$ cat src/rtl/sram_arbiter_pkg.sv
// Shared arbiter definitions: state enum, port indices, default parameters
// and the round-robin pick helper.
package sram_arbiter_pkg;

  typedef enum logic {S_ARB_IDLE, S_ARB_OWN} sram_arb_state_type;

  localparam logic [1:0] ARB_UART = 2'd0;
  localparam logic [1:0] ARB_M1   = 2'd1;
  localparam logic [1:0] ARB_VGA  = 2'd2;
  localparam logic [1:0] ARB_NONE = 2'd3;

  localparam int DEFAULT_READ_LATENCY = 3;
  localparam int DEFAULT_MAX_BURST    = 16;

  // First requesting port after 'last', wrapping 2 -> 0; ARB_NONE if none.
  function automatic logic [1:0] rr_next(input logic [1:0] last, input logic [2:0] req);
    logic [1:0] idx;
    logic [1:0] pick;
    pick = ARB_NONE;
    idx  = last;
    for (int k = 0; k < 3; k++) begin
      idx = (idx >= ARB_VGA) ? ARB_UART : idx + 2'd1;
      if (pick == ARB_NONE && req[idx]) pick = idx;
    end
    return pick;
  endfunction

endpackage

$ cat src/rtl/sram_arb_tag_pipe.sv
// Read-return tag delay line: a one-hot port tag emerges READ_LATENCY cycles
// after the read address was presented to the SRAM controller.
import sram_arbiter_pkg::*;

module sram_arb_tag_pipe #(
  parameter int READ_LATENCY = DEFAULT_READ_LATENCY
) (
  input  logic       Clock_50,
  input  logic       Reset,
  input  logic [2:0] tag_in,
  output logic [2:0] tag_out
);

  logic [2:0] stage [READ_LATENCY];

  always_ff @(posedge Clock_50) begin
    if (Reset) begin
      for (int i = 0; i < READ_LATENCY; i++) stage[i] <= '0;
    end else begin
      stage[0] <= tag_in;
      for (int i = 1; i < READ_LATENCY; i++) stage[i] <= stage[i-1];
    end
  end

  assign tag_out = stage[READ_LATENCY-1];

endmodule

$ cat src/rtl/sram_arbiter.sv
// Three-port round-robin SRAM arbiter with lockable bursts and a turnaround
// cycle between owners. Define SRAM_ARB_STATS_EN to add per-port grant_count.
//
// state      | meaning
// S_ARB_IDLE | no owner; picks the next requester round-robin
// S_ARB_OWN  | one port owns the SRAM until it releases or is pre-empted
import sram_arbiter_pkg::*;

module sram_arbiter #(
  parameter int READ_LATENCY = DEFAULT_READ_LATENCY,
  parameter int MAX_BURST    = DEFAULT_MAX_BURST
) (
  input  logic             Clock_50,
  input  logic             Reset,
  input  logic [2:0]       req,
  input  logic [2:0]       lock,
  input  logic [2:0][17:0] port_address,
  input  logic [2:0][15:0] port_write_data,
  input  logic [2:0]       port_we_n,
  output logic [2:0]       gnt,
  output logic [2:0]       rd_valid,
  output logic [15:0]      rd_data,
  output logic [17:0]      SRAM_address,
  output logic [15:0]      SRAM_write_data,
  output logic             SRAM_we_n,
  input  logic [15:0]      SRAM_read_data,
  output logic [1:0]       owner
`ifdef SRAM_ARB_STATS_EN
  ,
  output logic [2:0][15:0] grant_count
`endif
);

  localparam logic [4:0] BURST_LAST = 5'(MAX_BURST - 1);

  sram_arb_state_type state;
  logic [1:0]  last_owner;
  logic [1:0]  next_pick;
  logic [1:0]  sel;
  logic [4:0]  burst_cnt;
  logic [17:0] address_hold;
  logic [15:0] write_data_hold;
  logic        access;
  logic        others_pending;
  logic        sel_we_n;

  // sel is only meaningful while gnt is set; clamp so the index stays legal
  assign sel            = (owner == ARB_NONE) ? ARB_UART : owner;
  assign sel_we_n       = port_we_n[sel];
  assign access         = |(gnt & req);
  assign others_pending = |(req & ~gnt);
  assign next_pick      = rr_next(last_owner, req);

  always_comb begin
    SRAM_address    = address_hold;
    SRAM_write_data = write_data_hold;
    SRAM_we_n       = 1'b1;
    if (access) begin
      SRAM_address    = port_address[sel];
      SRAM_write_data = port_write_data[sel];
      SRAM_we_n       = sel_we_n;
    end
  end

  always_ff @(posedge Clock_50) begin
    if (Reset) begin
      state           <= S_ARB_IDLE;
      gnt             <= '0;
      owner           <= ARB_NONE;
      last_owner      <= ARB_VGA;
      burst_cnt       <= '0;
      address_hold    <= '0;
      write_data_hold <= '0;
    end else begin
      if (access) begin
        address_hold    <= port_address[sel];
        write_data_hold <= port_write_data[sel];
      end
      case (state)
        S_ARB_IDLE: begin
          if (|req) begin
            state     <= S_ARB_OWN;
            owner     <= next_pick;
            gnt       <= 3'b001 << next_pick;
            burst_cnt <= '0;
          end
        end
        S_ARB_OWN: begin
          if (!req[sel] || (others_pending && (!lock[sel] || burst_cnt == BURST_LAST))) begin
            state      <= S_ARB_IDLE;
            gnt        <= '0;
            last_owner <= owner;
            owner      <= ARB_NONE;
          end else if (others_pending && burst_cnt != BURST_LAST) begin
            burst_cnt <= burst_cnt + 5'd1;
          end
        end
        default: state <= S_ARB_IDLE;
      endcase
    end
  end

  sram_arb_tag_pipe #(.READ_LATENCY(READ_LATENCY)) u_tag_pipe (
    .Clock_50 (Clock_50),
    .Reset    (Reset),
    .tag_in   (gnt & req & {3{sel_we_n}}),
    .tag_out  (rd_valid)
  );

  assign rd_data = SRAM_read_data;

`ifdef SRAM_ARB_STATS_EN
  always_ff @(posedge Clock_50) begin
    if (Reset) begin
      grant_count <= '0;
    end else begin
      for (int i = 0; i < 3; i++)
        if (gnt[i] && req[i] && grant_count[i] != 16'hFFFF)
          grant_count[i] <= grant_count[i] + 16'd1;
    end
  end
`endif

endmodule

$ cat config.mk
export PLATFORM = sky130hd
export DESIGN_NAME = sram_arbiter
export DESIGN_NICKNAME = d
export VERILOG_FILES = /design/src/rtl/sram_arbiter_pkg.sv /design/src/rtl/sram_arb_tag_pipe.sv /design/src/rtl/sram_arbiter.sv
export SDC_FILE = /design/constraint.sdc
export NUM_CORES = 1
export LEC_CHECK = 0
export BUFFER_PORTS_ARGS = -buffer_cell sky130_fd_sc_hd__buf_4
export CAP_MARGIN = 15
export CORE_UTILIZATION = 30
export CTS_CLUSTER_DIAMETER = 50
export DETAILED_ROUTE_END_ITERATION = 10
export PLACE_DENSITY = 0.59
export SLEW_MARGIN = 20
export SYNTH_ARGS = -nofsm -noshare
export SYNTH_HDL_FRONTEND = slang
export SYNTH_HIERARCHICAL = 1
export SYNTH_SLANG_ARGS = --single-unit
$ cat constraint.sdc
create_clock -name Clock_50 -period 2.8 [get_ports Clock_50]
set_input_delay 0.42 -clock Clock_50 [delete_from_list [all_inputs] [get_ports Clock_50]]
set_output_delay 0.42 -clock Clock_50 [all_outputs]
set_load 0.1 [all_outputs]
==> results.sh, run 1 <==
export IMPL_cts_clk_slew_worst_paths_ps=70
export IMPL_hold_depth=1
export IMPL_register_area_sq_um=1130
export IMPL_nFillCells=1131
export IMPL_ant_nets=0
export IMPL_cp_required_ps=2380
export IMPL_timing_rr_start="burst_cnt[0]"
export IMPL_firstDrtPassIters=4
export IMPL_postLayoutCoreUtil=0.460
export IMPL_grt_max_degree=60
export IMPL_crit_path_start="owner[0]"
export IMPL_area_delta_synth_final_pct=49.4
export IMPL_clock_latency_ps=290
export IMPL_grt_pass1_wl_um=14100
export IMPL_start_kind="flop"
export IMPL_wl_per_cell_um=13.1
export IMPL_fp_dieArea_sq_um=12200
export IMPL_ctsRootBufferMaster="clkbuf_16"
export IMPL_post_cts_buffers=0
export IMPL_h_tree_depth=2
export IMPL_ys_seq_elements=56
export IMPL_post_place_ws_ps=526
export IMPL_ff2ff_setup_slack_ps=600
export IMPL_place_congestion=0.770
export IMPL_dp_hpwl_um=6880
export IMPL_cap_violations=0
export IMPL_port_buffers=155
export IMPL_nets=680
export IMPL_r2r_cells=8
export IMPL_initial_core_util=0.308
export IMPL_p_leak_uw=0.00244
export IMPL_postSynthCellCount=429
export IMPL_hold_ws_ps=435
export IMPL_drive_above_1_share=0.411
export IMPL_drc=0
export IMPL_wl_um=9080
export IMPL_avgSynthCellArea_sq_um=8.20
export IMPL_syn_num_nets=560
export IMPL_antenna_found_initial=0
export IMPL_antennaDiodeCount=0
export IMPL_clock_skew_final_ps=4.24
export IMPL_cp_arrival_ps=2120
export IMPL_ir_drop_mv=0.295
export IMPL_clockBufferDepth=2
export IMPL_grt_pass1_vias=3158
export IMPL_status="finished, final reports clean"
export IMPL_yosys_warnings=6
export IMPL_grt_ovfl_total=0
export IMPL_synth_cell_types=38
export IMPL_finalCritPeriodShare=0.908
export IMPL_slew_limit_headroom=0.533
export IMPL_drtIter0Drc=155
export IMPL_grt_usage=0.147
export IMPL_holdBufCountCts=0
export IMPL_maxSlewViolCount=0
export IMPL_tns_ps=0
export IMPL_report_final_setup_viol=0
export IMPL_die_height_um=110
export IMPL_hp_class="flop to flop"
export IMPL_crit_path_end="SRAM_write_data[3]"
export IMPL_tritoncts="built"
export IMPL_pin_count=188
export IMPL_fp_row_count=39
export IMPL_cts_made_buffers=5
export IMPL_cts_sinks=56
export IMPL_worst_pin_slew_ps=701
export IMPL_endpoint_kind="primary output"
export IMPL_mostFrequentLayoutCell="buf_4"
export IMPL_crit_fanout=24
export IMPL_die_w_um=110
export IMPL_cts_resized=0
export IMPL_viasPerCell=4.78
export IMPL_period_needed_ps=2540
export IMPL_powerDensity_nw_per_um2=621
export IMPL_seq_area_frac_synth=0.319
export IMPL_final_cell_mix="buf_4, nand2_1, dfxtp_1, nor2b_1, mux2i_1"
export IMPL_hold_viol=0
export IMPL_rsz0062_at_grt="no"
export IMPL_multi_input_area_sq_um=2490
export IMPL_syn_area_sq_um=3520
export IMPL_setup_ws_ps=257
export IMPL_core_sq_um=11400
export IMPL_worst_r2r_endpoint="burst_cnt[3]"
export IMPL_path_class="flop to primary output"
export IMPL_vias=3311
export IMPL_max_freq_ghz=0.393
critical path, stage by stage, from the launching register on:
cell and delay [ps]:
dfxtp_4 610, buf_4 340, mux2_1 360, o21ai_1 220, o21ai_4 70, buf_4 230
cell usage after synthesis:
library cell,number,area (sq um)
a2111o_1,1,11.3
a211oi_1,1,7.51
a211oi_2,1,12.5
a21oi_1,7,35.0
a21oi_4,1,16.3
a22oi_1,1,7.51
a311oi_2,1,15.0
a31o_2,1,8.76
and3_1,3,18.8
buf_1,4,15.0
buf_2,9,45.0
buf_4,22,165
clkbuf_1,15,56.3
dfxtp_1,56,1120
ha_1,2,25.0
inv_1,4,15.0
mux2_1,27,304
mux2_2,8,90.1
mux2i_1,41,410
mux2i_2,1,13.8
nand2_1,73,274
nand2b_1,8,50.1
nand3_1,3,15.0
nand3_4,1,17.5
nand3b_1,1,7.51
nor2_1,7,26.3
nor2b_1,43,269
nor3_1,4,20.0
o211ai_1,1,7.51
o21ai_1,70,350
o22a_1,1,8.76
o22ai_1,1,6.26
o22ai_2,1,12.5
o32ai_1,1,8.76
or2_0,2,12.5
or2_1,1,6.26
or3_1,4,25.0
xor2_1,1,8.76
registers in the layout, indices dropped and copies added, names as in the netlist:
name / cells
last_owner: 2
write_data_hold: 16
u_tag_pipe/stage: 9
state: 1
gnt: 3
burst_cnt: 5
owner: 2
address_hold: 18
metrics by stage:
step                      instances  instance area, sq um  total power (uW)
after global placement          685                  5090              2570
final                           693                  5260              3270
after detailed placement        685                  5090              2590
after floorplan                 429                  3910              2310
after CTS                       693                  5260              3310
after global routing            693                  5260              3440
layout make-up:
class,instances,area share
multi-input cells,319,0.474
repair buffers,163,0.242
flip-flops and latches,56,0.215
well taps,143,0.0340
clock buffers,6,0.0245
clock inverters,2,0.00738
inverters,4,0.00286
kinds of logic (layout without fill, tap and decap cells):
| kind of cell | Yosys count | in the layout | share of synthesized area |
|---|---|---|---|
| simple gates | 150 | 150 | 0.211 |
| compound gates | 89 | 89 | 0.144 |
| mux | 77 | 77 | 0.232 |
| flops | 56 | 56 | 0.319 |
| buf+inv | 54 | 175 | 0.0842 |
| fa+ha+maj | 2 | 2 | 0.00711 |
| xor+xnor | 1 | 1 | 0.00249 |
worst min path at each step:
stage / start / to / slack, ps
after floorplan: u_tag_pipe/stage[0][0] / u_tag_pipe/stage[0][3] / 410
after global placement: u_tag_pipe/stage[0][1] / u_tag_pipe/stage[0][4] / 420
after detailed placement: u_tag_pipe/stage[0][0] / u_tag_pipe/stage[0][3] / 420
after CTS: u_tag_pipe/stage[0][0] / u_tag_pipe/stage[0][3] / 440
after global routing: u_tag_pipe/stage[0][5] / u_tag_pipe/stage[0][8] / 450
final: u_tag_pipe/stage[0][0] / u_tag_pipe/stage[0][3] / 440
per-layer routing:
layer / track usage / vias up / wire length, um
li1: - / 1690 / -
met1: 0.165 / 1503 / 3730
met2: 0.272 / 104 / 4600
met3: 0.0329 / 14 / 614
met4: 0.0479 / 0 / 135
met5: 0 / - / 0
power by group:
part	switching (uW)	internal [uW]	total [uW]
combinational	1120	527	1640
sequential	58.2	856	914
clock	284	426	710
(Power assumes the default switching activity.)
==> run 2, diff against run 1 <==
--- a/config.mk
+++ b/config.mk
@@ -5,12 +5,13 @@
 export SDC_FILE = /design/constraint.sdc
 export NUM_CORES = 1
 export LEC_CHECK = 0
+export ABC_AREA = 1
 export BUFFER_PORTS_ARGS = -buffer_cell sky130_fd_sc_hd__buf_4
 export CAP_MARGIN = 15
 export CORE_UTILIZATION = 30
 export CTS_CLUSTER_DIAMETER = 50
 export DETAILED_ROUTE_END_ITERATION = 10
-export PLACE_DENSITY = 0.59
+export PLACE_DENSITY = 0.6
 export SLEW_MARGIN = 20
 export SYNTH_ARGS = -nofsm -noshare
 export SYNTH_HDL_FRONTEND = slang
==> results.sh, run 2 <==
export IMPL_crit_fanout=22
export IMPL_grt_max_degree=31
export IMPL_max_freq_ghz=0.390
export IMPL_cts_resized=0
export IMPL_path_cells="inv_2, nand2_2, buf_4, or2_1, o211ai_1, a31oi_4, buf_4"
export IMPL_crit_top_cell="buf_4"
export IMPL_cp_arrival_ps=2150
export IMPL_grt_pass1_vias=3427
export IMPL_drtIter0Drc=125
export IMPL_drive_above_1_share=0.385
export IMPL_wl_met1_um=4590
export IMPL_initial_core_util=0.315
export IMPL_clockBufferDepth=2
export IMPL_ir_drop_mv=0.660
export IMPL_largest_reg_flops=18
export IMPL_status="finished, final reports clean"
export IMPL_grt_pass1_wl_um=16300
export IMPL_vias=3537
export IMPL_ff2ff_setup_slack_ps=980
export IMPL_rsz0062_at_grt="no"
export IMPL_drc=0
export IMPL_viasPerCell=4.86
export IMPL_cts_sinks=56
export IMPL_period_needed_ps=2570
export IMPL_fin_cells=728
export IMPL_wl_met2_um=4850
export IMPL_top_layer="met4"
export IMPL_slew_limit_headroom=0.423
export IMPL_antennaDiodeCount=0
export IMPL_mostFrequentLayoutCell="buf_4"
export IMPL_powerDensity_nw_per_um2=1160
export IMPL_post_place_ws_ps=557
export IMPL_synth_edff_count=0
export IMPL_nFillCells=1030
export IMPL_path_class="flop to primary output"
export IMPL_numPlacedInstances=720
export IMPL_seq_area_frac_synth=0.339
export IMPL_grt_ovfl_total=0
export IMPL_holdBufCountCts=0
export IMPL_syn_num_nets=597
export IMPL_area_delta_synth_final_pct=50.7
export IMPL_synthFlopType="dfxtp_1"
export IMPL_cts_clk_slew_worst_paths_ps=100
export IMPL_worst_pin_slew_ps=865
export IMPL_port_buffers=155
export IMPL_yosysTopAreaCellShare=0.339
export IMPL_cts_made_buffers=5
export IMPL_regMostFlops="address_hold"
export IMPL_p_leak_uw=0.00209
export IMPL_top_regs="address_hold: 18 flops, write_data_hold: 16 flops, u_tag_pipe/stage: 9 flops"
export IMPL_synth_most_common_cell="nand2_1"
export IMPL_pin_count=188
export IMPL_start_kind="flop"
export IMPL_nets=722
export IMPL_postLayoutCoreUtil=0.475
export IMPL_h_tree_depth=2
export IMPL_clock_latency_ps=300
export IMPL_synthTopCellsByCount="nand2_1, dfxtp_1, nor2_1"
export IMPL_wl_met3_um=713
export IMPL_die_w_um=107
export IMPL_antenna_found_initial=0
export IMPL_ys_top_cells_by_area="dfxtp_1, nand2_1, o211ai_1"
export IMPL_dp_hpwl_um=7660
export IMPL_async_flop_share=0
export IMPL_max_stage_delay_ps=380
export IMPL_tritoncts="built"
export IMPL_fp_dieArea_sq_um=11500
export IMPL_endpoint_kind="primary output"
export IMPL_ant_nets=0
export IMPL_fp_row_count=37
export IMPL_cp_required_ps=2380
export IMPL_wl_um=10300
export IMPL_post_cts_buffers=0
export IMPL_avgSynthCellArea_sq_um=7.10
export IMPL_place_congestion=0.821
export IMPL_die_height_um=107
export IMPL_firstDrtPassIters=4
export IMPL_cap_violations=0
export IMPL_maxSlewViolCount=0
export IMPL_synth_cell_types=31
export IMPL_setup_ws_ps=233
export IMPL_grt_usage=0.179
export IMPL_yosysTopAreaCell="dfxtp_1"
export IMPL_cp_slowest_cell="dfxtp_2"
export IMPL_final_cell_mix="buf_4, nand2_1, nor2_1, dfxtp_1, o211ai_1"
export IMPL_postSynthCellCount=466
export IMPL_hp_class="flop to flop"
export IMPL_ys_seq_elements=56
export IMPL_finalCritPeriodShare=0.917
export IMPL_tns_ps=0
export IMPL_core_sq_um=10500
export IMPL_power_total_uw=5790
export IMPL_wl_per_cell_um=14.1
export IMPL_report_final_setup_viol=0
export IMPL_clock_skew_final_ps=6.32
export IMPL_ctsRootBufferMaster="clkbuf_8"
export IMPL_hold_viol=0
export IMPL_syn_area_sq_um=3310
export IMPL_yosys_warnings=6
-- run 2: cell count changes in the layout (fill, tap and decap cells not counted), moves of 23 or more --
cell      previous run  this run
o211ai_1             1        37
o21ai_4             34         0
a31oi_4              0        28
mux2i_1             41         0
mux2_1              27         0
inv_1                4        29
nor2b_1             43         0
nor2_1               7        51
and2_1               0        28
o21ai_1             36         0
nand3_1              3        26
-- run 2: metal layers --
metal,vias to the layer above,GRT usage
met5,-,0
met4,0,0.0450
met3,15,0.0334
met2,123,0.311
met1,1622,0.227
li1,1777,-
-- run 2: area by class of cell --
class / instances / area, sq um / area share
Inverter: 34 / 128 / 0.0256
Sequential cell: 56 / 1130 / 0.226
Tap cell: 136 / 170 / 0.0341
Clock buffer: 7 / 86.3 / 0.0173
Clock inverter: 1 / 7.51 / 0.00150
Timing Repair Buffer: 163 / 1260 / 0.253
Multi-Input combinational cell: 331 / 2210 / 0.443
-- run 2: kinds of logic after synthesis --
family                     share of synthesized area
DFF                                            0.339
adders and majority gates                    0.00756
AOI/OAI and AO/OA                              0.168
buffers and inverters                          0.123
and+or+nand+nor                                0.360
xor gates and xnor gates                     0.00265
-- run 2: final timing paths --
kind	startpoint	end	depth (start not counted)
worst max-delay path	owner[1]	SRAM_address[1]	7
worst min-delay path	u_tag_pipe/stage[0][5]	u_tag_pipe/stage[0][8]	2
worst max register to register	owner[1]	address_hold[1]	7
worst min register to register	u_tag_pipe/stage[0][5]	u_tag_pipe/stage[0][8]	2
-- run 2: power by group --
part           leakage [uW]  internal (uW)  switching, uW  total, uW
logic               0.00159           1100           3190       4290
registers          0.000458            963           73.7       1040
clock network     0.0000445            202            268        470
total               0.00209           2260           3530       5790
-- run 2: worst max-delay path: cells and delay by family, from the launching register on --
family,cells,cell delay [ps]
simple gates,2,420
flops,1,380
buf+inv,3,700
compound gates,2,350
-- run 2: stage by stage --
stage                     area [sq um]  hold WS, ps
final                             4990          407
after global routing              4990          423
after CTS                         4990          414
after detailed placement          4890          400
after global placement            4890          396
after floorplan                   3740          388
